===== src/rtl/ps2_rx.sv =====
// PS/2 receiver: synchronizes and filters the PS/2 clock/data pair, checks the
// start, odd-parity and stop bits, and queues good bytes in a first-word-fall-through FIFO.
module ps2_rx #(
    parameter int FIFO_BITS = 3,
    parameter int FILTER    = 4,
    parameter int TIMEOUT   = 4096
) (
    input  logic                 clk_sys,
    input  logic                 reset_n,
    input  logic                 ps2_clk,
    input  logic                 ps2_data,
    input  logic                 rd,
    output logic [7:0]           dout,
    output logic                 empty,
    output logic [FIFO_BITS:0]   count,
    output logic                 overflow,
    output logic                 parity_err,
    output logic                 frame_err
);

    localparam int DEPTH = 1 << FIFO_BITS;
    localparam int TW    = $clog2(TIMEOUT) + 1;
    localparam logic [FIFO_BITS:0] FULL_CNT = (FIFO_BITS+1)'(DEPTH);
    localparam logic [TW-1:0]      TMO_LAST = TW'(TIMEOUT - 1);
    localparam logic [3:0]         FILT_LAST = 4'(FILTER - 1);

    typedef enum logic [1:0] {
        S_IDLE,
        S_DATA,
        S_PARITY,
        S_STOP
    } state_t;

    state_t                state, state_n;
    logic [1:0]            clk_s, data_s;
    logic                  clk_filt, clk_filt_d;
    logic [3:0]            filt_cnt;
    logic                  fall, din;
    logic [TW-1:0]         tmo_cnt;
    logic [2:0]            bit_cnt;
    logic [7:0]            shreg;
    logic                  par_acc, par_ok;
    logic                  push, perr_set, ferr_set;
    logic [7:0]            mem [DEPTH];
    logic [FIFO_BITS-1:0]  wptr, rptr;
    logic [FIFO_BITS:0]    cnt;
    logic                  full, do_pop, do_push;

    // Input synchronizers and glitch filter on the PS/2 clock
    always_ff @(posedge clk_sys or negedge reset_n) begin
        if (!reset_n) begin
            clk_s      <= 2'b11;
            data_s     <= 2'b11;
            clk_filt   <= 1'b1;
            clk_filt_d <= 1'b1;
            filt_cnt   <= '0;
        end else begin
            clk_s      <= {clk_s[0], ps2_clk};
            data_s     <= {data_s[0], ps2_data};
            clk_filt_d <= clk_filt;
            if (clk_s[1] != clk_filt) begin
                if (filt_cnt == FILT_LAST) begin
                    clk_filt <= clk_s[1];
                    filt_cnt <= '0;
                end else begin
                    filt_cnt <= filt_cnt + 4'd1;
                end
            end else begin
                filt_cnt <= '0;
            end
        end
    end

    assign fall = clk_filt_d & ~clk_filt;
    assign din  = data_s[1];

    always_ff @(posedge clk_sys or negedge reset_n) begin
        if (!reset_n) state <= S_IDLE;
        else          state <= state_n;
    end

    always_comb begin
        state_n  = state;
        push     = 1'b0;
        perr_set = 1'b0;
        ferr_set = 1'b0;
        if (state != S_IDLE && !fall && tmo_cnt == TMO_LAST) begin
            state_n  = S_IDLE;
            ferr_set = 1'b1;
        end else if (fall) begin
            case (state)
                S_IDLE:   if (!din) state_n = S_DATA;
                S_DATA:   if (bit_cnt == 3'd7) state_n = S_PARITY;
                S_PARITY: state_n = S_STOP;
                S_STOP: begin
                    state_n = S_IDLE;
                    if (!din)         ferr_set = 1'b1;
                    else if (!par_ok) perr_set = 1'b1;
                    else              push     = 1'b1;
                end
                default:  state_n = S_IDLE;
            endcase
        end
    end

    // tmo_cnt counts cycles since the last fall, the fall cycle itself being cycle 0
    always_ff @(posedge clk_sys or negedge reset_n) begin
        if (!reset_n) begin
            tmo_cnt    <= '0;
            bit_cnt    <= '0;
            shreg      <= '0;
            par_acc    <= 1'b0;
            par_ok     <= 1'b0;
            parity_err <= 1'b0;
            frame_err  <= 1'b0;
        end else begin
            parity_err <= perr_set;
            frame_err  <= ferr_set;
            if (fall || state == S_IDLE) tmo_cnt <= TW'(1);
            else                         tmo_cnt <= tmo_cnt + 1'b1;
            if (fall) begin
                case (state)
                    S_IDLE: begin
                        bit_cnt <= '0;
                        par_acc <= 1'b0;
                    end
                    S_DATA: begin
                        shreg   <= {din, shreg[7:1]};
                        par_acc <= par_acc ^ din;
                        bit_cnt <= bit_cnt + 3'd1;
                    end
                    S_PARITY: par_ok <= par_acc ^ din;
                    default: ;
                endcase
            end
        end
    end

    // Consumer side: dout is valid whenever empty=0; rd pops the head on the
    // rising edge when the FIFO is non-empty and is ignored otherwise.
    assign full    = (cnt == FULL_CNT);
    assign do_pop  = rd && (cnt != '0);
    assign do_push = push && (!full || do_pop);

    always_ff @(posedge clk_sys) begin
        if (do_push) mem[wptr] <= shreg;
    end

    always_ff @(posedge clk_sys or negedge reset_n) begin
        if (!reset_n) begin
            wptr     <= '0;
            rptr     <= '0;
            cnt      <= '0;
            overflow <= 1'b0;
        end else begin
            if (do_push) wptr <= wptr + 1'b1;
            if (do_pop)  rptr <= rptr + 1'b1;
            case ({do_push, do_pop})
                2'b10:   cnt <= cnt + 1'b1;
                2'b01:   cnt <= cnt - 1'b1;
                default: cnt <= cnt;
            endcase
            if (push && full && !do_pop) overflow <= 1'b1;
        end
    end

    assign count = cnt;
    assign empty = (cnt == '0);
    assign dout  = empty ? 8'h00 : mem[rptr];

endmodule


===== config.mk =====
export PLATFORM = sky130hd
export DESIGN_NAME = ps2_rx
export DESIGN_NICKNAME = d
export VERILOG_FILES = /design/src/rtl/ps2_rx.sv
export SDC_FILE = /design/constraint.sdc
export NUM_CORES = 1
export LEC_CHECK = 0
export BUFFER_PORTS_ARGS = -buffer_cell sky130_fd_sc_hd__buf_2
export CAP_MARGIN = 20
export CORE_MARGIN = 10
export CORE_UTILIZATION = 46
export DETAILED_ROUTE_END_ITERATION = 10
export GPL_TIMING_DRIVEN = 0
export PLACE_DENSITY = 0.69
export SETUP_SLACK_MARGIN = 0.2
export SYNTH_ARGS = -nofsm -noshare
export SYNTH_HDL_FRONTEND = slang
export SYNTH_SLANG_ARGS = --single-unit

===== constraint.sdc =====
create_clock -name clk_sys -period 3.3 [get_ports clk_sys]
set_input_delay 0.495 -clock clk_sys [delete_from_list [all_inputs] [get_ports clk_sys]]
set_output_delay 0.495 -clock clk_sys [all_outputs]
set_load 0.01 [all_outputs]

# Yosys cells after proc, flatten, opt, wreduce, memory -nomap -nowiden
# Memory sizes are Yosys's and may differ from the RTL's.
# Cells that the tools add are included.
word_totals:
  output_inout_bits: 16
  n_memories: 1
  latchBits: 0
  mem_bits_rw: 64
  ff_bits: 51
  rom_bits: 0
  in_bits: 5
op_classes:
  div: 0
  n_eq_ne: 12
  bitwise_logic: 3
  reduce_logical: 23
  add_sub_neg: 7
  shift: 0
  mux: 28
  multipliers: 0
  order_cmp: 0
memory_table:
  columns: ["memory", "words", "width", "read_ports", "rd_ports_with_merged_regs", "write_ports", "line_no", "source"]
  rows:
  - ["mem", 8, 8, 1, 0, 1, "44", "logic [7:0] mem [DEPTH];"]
op_table:
  columns: ["operator", "n"]
  rows:
  - ["two-way mux 1 bit", 16]
  - ["adder 13 x 1 -> 13 bit, second input constant", 1]
  - ["equality test 13 x 12 -> 1 bit, second input constant", 1]
  - ["two-way mux 13 bit", 1]
  - ["adder 3 x 1 -> 3 bit, second input constant", 3]
  - ["adder 4 x 1 -> 4 bit, second input constant", 2]
  - ["two-way mux 2 bit", 4]
  - ["two-way mux 4 bit", 2]
  - ["two-way mux 8 bit", 1]
  - ["case mux 2 bit (4 select lines)", 1]
  - ["case mux 4 bit (2 select lines)", 1]
  - ["AND reduction 2 bit", 4]
  - ["nonzero test 2 bit", 4]
  - ["equality test 2 bit, second input constant", 3]
  - ["logical AND 1 bit", 6]
  - ["!= test 3 bit, second input constant", 2]
  - ["case mux 3 bit (2 select lines)", 1]
  - ["equality test 2 x 1 -> 1 bit, second input constant", 2]
  - ["equality test 4 x 2 -> 1 bit, second input constant", 1]
  - ["equality test 4 bit, second input constant", 1]
  - ["logical NOT 4 bit", 1]
  - ["nonzero test 4 bit", 1]
  - ["subtractor 4 x 1 -> 4 bit, second input constant", 1]
  - ["equality test 3 bit, second input constant", 1]
  - ["9 further kinds", 12]

# Longest topological paths before layout
# Gate-level depths: netlist of the first run.
logic_depth:
  depth_word: 9
  mapped_depth: 10

# Worst setup path after synthesis of the first run
# Ideal clock, no wire load.
synth_path:
  path_kind: "reg-to-reg"
  start: "register data_s[1]"
  end: "memory mem[0][0], enable pin"
  path_stages_with_launch: 6
  slack_ps: 949
  required_ps: 2905
  t_arrival_ps: 1956
  n_path_buf: 2
  cell_sequence: "dfstp_2 -> buf_2 -> and4b_1 -> buf_2 -> o211ai_4 -> nor4_1"
synth_via:
  elab_chain_len: 7
synth_rtl:
  columns: ["element", "line_no", "source"]
  rows:
  - ["start, declared", "35", "logic [1:0] clk_s, data_s;"]
  - ["start signal, assigned", "59", "data_s <= {data_s[0], ps2_data};"]
  - ["two-way mux 1 bit", "97", "if (!din) ferr_set = 1'b1;"]
  - ["two-way mux 1 bit", "91", "case (state)"]
  - ["two-way mux 1 bit", "90", "end else if (fall) begin"]
  - ["two-way mux 1 bit", "87", "if (state != S_IDLE && !fall && tmo_cnt == TMO_LAST) begin"]
  - ["logical AND 1 bit", "143", "assign do_push = push && (!full || do_pop);"]
  - ["two-way mux 1 bit", "146", "if (do_push) mem[wptr] <= shreg;"]
  - ["two-way mux 1 bit (implied by the code)", "146", null]
  - ["end, declared", "44", null]
# Every way passes these cells.

# Final worst setup path of the first run
layout_path:
  start: "register rptr[1]"
  end: "output port dout[6]"
layout_via:
  elab_chain_len: 2
layout_rtl:
  columns: ["element", "line_no", "source"]
  rows:
  - ["start, declared", "45", "logic [FIFO_BITS-1:0] wptr, rptr;"]
  - ["start signal, assigned", "157", "if (do_pop) rptr <= rptr + 1'b1;"]
  - ["memory read (8 x 8 bit)", null, null]
  - ["two-way mux 8 bit", "169", "assign dout = empty ? 8'h00 : mem[rptr];"]
  - ["end, declared", "13", "output logic [7:0] dout,"]
# Every way passes these cells.

==> results of run 1 <==
where the power goes:
part           internal [mW]  switching (mW)
logic                  0.625           0.656
clock network           1.00           0.668
registers               1.80           0.252
cells by family (layout without fill, tap and decap cells):
kind of cell / count (synthesis) / in the layout
mux: 38 / 38
buf+inv: 20 / 80
simple gates: 80 / 80
fa+ha+maj: 13 / 13
flops: 115 / 115
xor+xnor: 19 / 19
compound gates: 26 / 26
layout make-up:
class | count | share of cell area (%)
clock buffer | 17 | 7.24
timing repair buffer | 28 | 2.97
clock inverter | 15 | 2.34
sequential | 115 | 56.0
multi-input combinational | 176 | 27.0
buffer | 9 | 0.743
tap | 136 | 2.97
inverter | 11 | 0.722
per-stage QoR:
step	power [mW]	utilization (%)
floorplan	2.96	-
global placement	3.30	49.6
detailed placement	3.37	50.1
CTS	5.05	55.6
global route	5.32	55.7
finish	5.00	55.7
timing repair:
item                       4_1_cts  5_1_grt
hold endpoints to repair        10        0
setup endpoints to repair        8        0
hold buffers                     1        0
gates resized for setup          2        0
routing by layer:
layer	vias up	routed length (µm)
met4	0	88
met3	13	374
li1	1256	-
met5	-	0
met2	44	4590
met1	1315	3570
sequential cells by signal (all words and copies together), names as in the netlist:
name,count
clk_filt,1
wptr,3
frame_err,1
state,2
clk_filt_d,1
tmo_cnt,13
bit_cnt,3
mem,64
overflow,1
par_acc,1
par_ok,1
clk_s,2
data_s,2
shreg,8
filt_cnt,4
parity_err,1
rptr,3
count,4
layout by cell type, fill, tap and decap left out, types with 3 or more instances in the layout:
| cell | count |
|---|---|
| clkbuf_1 | 3 |
| nand3_1 | 7 |
| a21oi_1 | 5 |
| xor2_1 | 5 |
| nor4_1 | 3 |
| dfrtp_1 | 45 |
| ha_1 | 12 |
| nor2b_1 | 3 |
| inv_6 | 3 |
| clkinv_4 | 4 |
| mux2i_1 | 11 |
| nand2_1 | 18 |
| dfstp_2 | 6 |
| buf_2 | 25 |
| nand3b_1 | 3 |
| edfxtp_1 | 64 |
| nand2b_1 | 4 |
| buf_4 | 5 |
| inv_1 | 11 |
| clkinvlp_4 | 3 |
| nor2_1 | 24 |
| mux4_2 | 16 |
| clkinv_2 | 4 |
| o21ai_0 | 6 |
| nor3_1 | 7 |
| clkbuf_16 | 16 |
| xnor2_1 | 14 |
| mux2_2 | 10 |
critical path, cell delays in order, from the launching register on:
cell      delay [ps]
dfrtp_1          340
clkbuf_1         440
clkbuf_2         380
mux4_2           360
mux2i_1          180
nor2_1            50
buf_2            140
final timing paths:
kind                           start         end  cells past startpoint  slack, ps
max reg2reg                 count[1]    count[3]                      8        690
min in group asynchronous    reset_n  tmo_cnt[9]                      2        390
min                         ps2_data   data_s[0]                      1         80
min reg2reg                data_s[0]   data_s[1]                      0        350
max                          rptr[1]     dout[6]                      6        400
max in group asynchronous    reset_n  clk_filt_d                      3       2340
==> impl_metrics.ini, run 1 <==
[final_layout]
n_antenna_cell = 0
seq_area_um2 = 3210
fillers = 816
fin_area_um2 = 5720
layout.nets = 376
multiInputGateArea_um2 = 1540
stdcell_count = 507
area_delta_synth_final_pct = 18.6
final_layout_size_suffix_gt1_share_pct = 28.6

[timing]
layout_setup_ws_ps = 402
worst_pin_slew_ps = 822
min_period_ps = 2900
timing.hold.ws_ps = 82.9
maxSlewHeadroom_pct = 45.0
tns_ps = 0
clock_skew_ps = 6.61
fin_crit_sh_pct = 87.8
drv_slew = 0
hold_viol_final = 0
setup_violations = 0
rsz0062_at_grt = false
fmax_ghz = 0.345

[synth]
ys_ff_latch = 115
syn-num-nets = 329
yosysMostFrequentCell = edfxtp_1
yosysWarnings = 0
yosys.area.top_type = edfxtp_1
synthTopCellsByArea = edfxtp_1, dfrtp_1, mux4_2
synthDistinctLibCells = 46
synth_compound_area_share_pct = 4.15
syn_area_per_cell_um2 = 15.5
synth_top_family_by_area = multiplexers
yosys_most_used_dff = edfxtp_1
synth_commonest_cells = edfxtp_1, dfrtp_1, nor2_1
synthMuxAreaShare_pct = 12.4
synth_area_um2 = 4820
ys_seq_area_share_pct = 66.5
synthAdderAreaFrac_pct = 3.53
synth-edff-count = 64
synth_xor_area_share_pct = 3.45
yosysTopAreaCellShare_pct = 39.8
yosys.area_share.simple_pct = 8.35
synthArstFlopShare_pct = 44.3
syn-instance-count = 311

[place]
portBuffers = 20
dp_slack_ps = 638
place_congestion = 0.745
postPlaceCellArea_um2 = 5150
place_inst = 473
hpwl_mm = 5.74

[floorplanning]
dieArea_um2 = 15000
pin_count = 21
die_y_um = 122
dieWidth_um = 122
rows = 37
core_um2 = 10300
start_util_pct = 46.9

[clock_tree]
htree_levels = 4
clockRootBuffer = clkbuf_8
clockBufferDepth = 2
clkSlewWorstSetupHoldPaths_ps = 60
clk_latency_ps = 510
cts_buffers = 17
tritoncts = built
cts.sinks = 115
postCtsSetupBuffers = 0

[grt]
grt_use_met2_pct = 21.1
grt_pass1_vias = 2804
grt-busiest-layer = met2
use_met3_pct = 3.67
antenna_found_initial = 0
grtUsageTotal_pct = 12.5
grt_max_degree = 42
grt_overflow = 0
grt_pass1_wl_mm = 14.4
met1_usage_pct = 14.7

[drt]
firstDrtPassIters = 4
wirelength_mm = 8.62
drt-initial-drc-count = 130
drc_errors = 0
num_vias = 2628
wl_per_cell_um = 17.0
drt-vias-per-instance = 5.18
drt.antenna.violating_nets = 0

[setup_path]
endpoint_kind = primary output
start_kind = flip-flop
critPathArrivalTime_ps = 2400
path_class = flip-flop to primary output
worstPathRequired_ps = 2800
worst-path-max-fanout = 10

[pwr]
p_leak_nw = 2.25
ir_drop_uv = 390
power_density_nw_per_um2 = 873

[flow_run]
cap_viol_max_count = 0

[hold_path]
hold_path.class = input port to flip-flop

[status]
outcome = finished, final reports clean
No activity file was read; power rests on OpenSTA's default activity.
==> run 2: changes to the inputs <==
Settings changed: CORE_UTILIZATION 46 to 61, PLACE_DENSITY 0.69 to 0.86, RECOVER_POWER set to 50.
==> run 2 against run 1 <==
Net effect:
- the run now ends with max-capacitance violations, max-slew violations left
- cell area is 0.92% lower
- worst hold slack better by 2.2 ps
- flip-flop and latch count stayed put
- global-route usage is 4.0 points higher
- non-clock buffer count stayed put
- maximum frequency is 0.70% higher
- sequential share of layout area is 0.52 points higher
- clock skew is 5.1 ps higher
==> impl_metrics.ini, run 2 (synthesis results as in run 1) <==
[status]
outcome = finished with violations
violations = max-capacitance violations, max-slew violations

[setup_path]
worstPathCellList = clkbuf_1 -> clkbuf_2 -> mux4_2 -> mux2i_1 -> nor2_1 -> buf_2
path_class = flip-flop to primary output
crit_slowest_cell = clkbuf_1
critPathTopFamily = buffers and inverters
worstPathRequired_ps = 2800
start_kind = flip-flop
critPathMaxStageDelay_ps = 400
cp.buffers_inverters = 3
endpoint_kind = primary output
critPathArrivalTime_ps = 2380
r2r-start = count[1]
worst-path-max-fanout = 10
r2r_slack_ps = 570
r2r_cells = 8
r2r-end = count[3]

[drt]
firstDrtPassIters = 5
drc_errors = 0
drt-initial-drc-count = 147
num_vias = 2735
drt.antenna.violating_nets = 0
wirelength_mm = 8.80
drt-vias-per-instance = 5.78
wl_per_cell_um = 18.6

[clock_tree]
clk_latency_ps = 510
clockRootBuffer = clkbuf_8
clkSlewWorstSetupHoldPaths_ps = 60
cts_buffers = 17
clockBufferDepth = 2
postCtsSetupBuffers = 0
cts.sinks = 115
htree_levels = 4
tritoncts = built

[final_layout]
layout.nets = 376
final_layout_size_suffix_gt1_share_pct = 27.5
layout_commonest_cell = edfxtp_1
n_antenna_cell = 0
largest_reg_flops = 64
largestRegisters = mem x64, tmo_cnt x13, shreg x8
final_util_pct = 73.4
mostFrequentLayoutCells = edfxtp_1, dfrtp_1, buf_2
area_delta_synth_final_pct = 17.5
fillers = 450
regMostFlops = mem

[grt]
grt_overflow = 0
grt_pass1_vias = 2889
grt_pass1_wl_mm = 14.8
grtUsageTotal_pct = 16.5
antenna_found_initial = 0
grt_max_degree = 52

[floorplanning]
pin_count = 21
start_util_pct = 62.4
dieArea_um2 = 11900
die_y_um = 109
rows = 32
core_um2 = 7730
dieWidth_um = 109

[place]
dp_slack_ps = 561
hpwl_mm = 5.45
portBuffers = 20
place_congestion = 0.763

[timing]
fmax_ghz = 0.347
min_period_ps = 2880
layout_setup_ws_ps = 422
clock_skew_ps = 11.7
hold_viol_final = 0
setup_violations = 0
drv_slew = 45
fin_crit_sh_pct = 87.2
maxSlewHeadroom_pct = -27.8
tns_ps = 0
timing.hold.ws_ps = 85.2
worst_pin_slew_ps = 1920
rsz0062_at_grt = false

[flow_run]
cap_viol_max_count = 1

[hold_path]
hold_path.class = input port to flip-flop
hold_path.startpoint = ps2_clk
holdPathEnd = clk_s[0]
min_delay_path_depth = 1

[pwr]
p_leak_nw = 2.24
total_power_mw = 5.04
power_density_nw_per_um2 = 888
ir_drop_uv = 544
-- run 2: changes by cell type in the layout (fill, tap and decap cells not counted) --
| cell | previous run | this run |
|---|---|---|
| clkinv_4 | 4 | 5 |
| clkinv_2 | 4 | 2 |
| clkbuf_1 | 3 | 4 |
| buf_12 | 1 | 0 |
| dlymetal6s4s_1 | 0 | 1 |
| clkinv_1 | 0 | 1 |
| dfstp_1 | 0 | 1 |
| buf_4 | 5 | 4 |
| dfstp_2 | 6 | 5 |
| clkinvlp_4 | 3 | 4 |
| inv_6 | 3 | 2 |
-- run 2: routing by layer --
metal  part of all wire (%)  global-route usage [%]  vias to the layer above  wire length [µm]
met2                     53                    27.8                       60              4680
met4                    1.6                    6.50                        0               138
li1                       -                       -                     1266                 -
met5                      0                       0                        -                 0
met3                    4.5                    5.07                       13               392
met1                     41                    19.4                     1396              3580
-- run 2: worst max-delay path by stage --
stage	from	endpoint	slack, ps	depth (start not counted)
after global placement	data_s[1]	mem[0][6]	250	5
after detailed placement	data_s[1]	mem[2][6]	560	5
after CTS	rptr[1]	dout[7]	290	6
after global routing	reset_n	state[1]	200	3
final	rptr[1]	dout[5]	420	6
after floorplan	data_s[1]	mem[0][0]	950	5
-- run 2: area by class of cell --
class                      count  area [µm²]  share of cell area (%)
sequential                   115        3210                    56.5
buffer                         9        42.5                   0.750
multi-input combinational    176        1540                    27.2
timing repair buffer          28         159                    2.80
inverter                      11        41.3                   0.728
clock inverter                15         135                    2.38
tap                          102         128                    2.25
clock buffer                  17         414                    7.31
-- run 2: per-stage QoR --
step	cell area [µm²]	instances
after floorplan	4820	311
after global placement	5050	433
after detailed placement	5080	437
after CTS	5640	469
after global routing	5670	473
final	5670	473
-- run 2: timing repair --
action                     CTS  global route
hold endpoints to repair     0             7
setup endpoints to repair    8             0
hold buffers                 0             1
resized for setup            2             0
-- run 2: power by group --
part	total, mW	leakage [nW]	switching [mW]	internal (mW)
Sequential	2.06	1.22	0.261	1.79
Clock	1.65	0.258	0.651	0.998
Combinational	1.33	0.760	0.700	0.631
Total	5.04	2.24	1.61	3.42
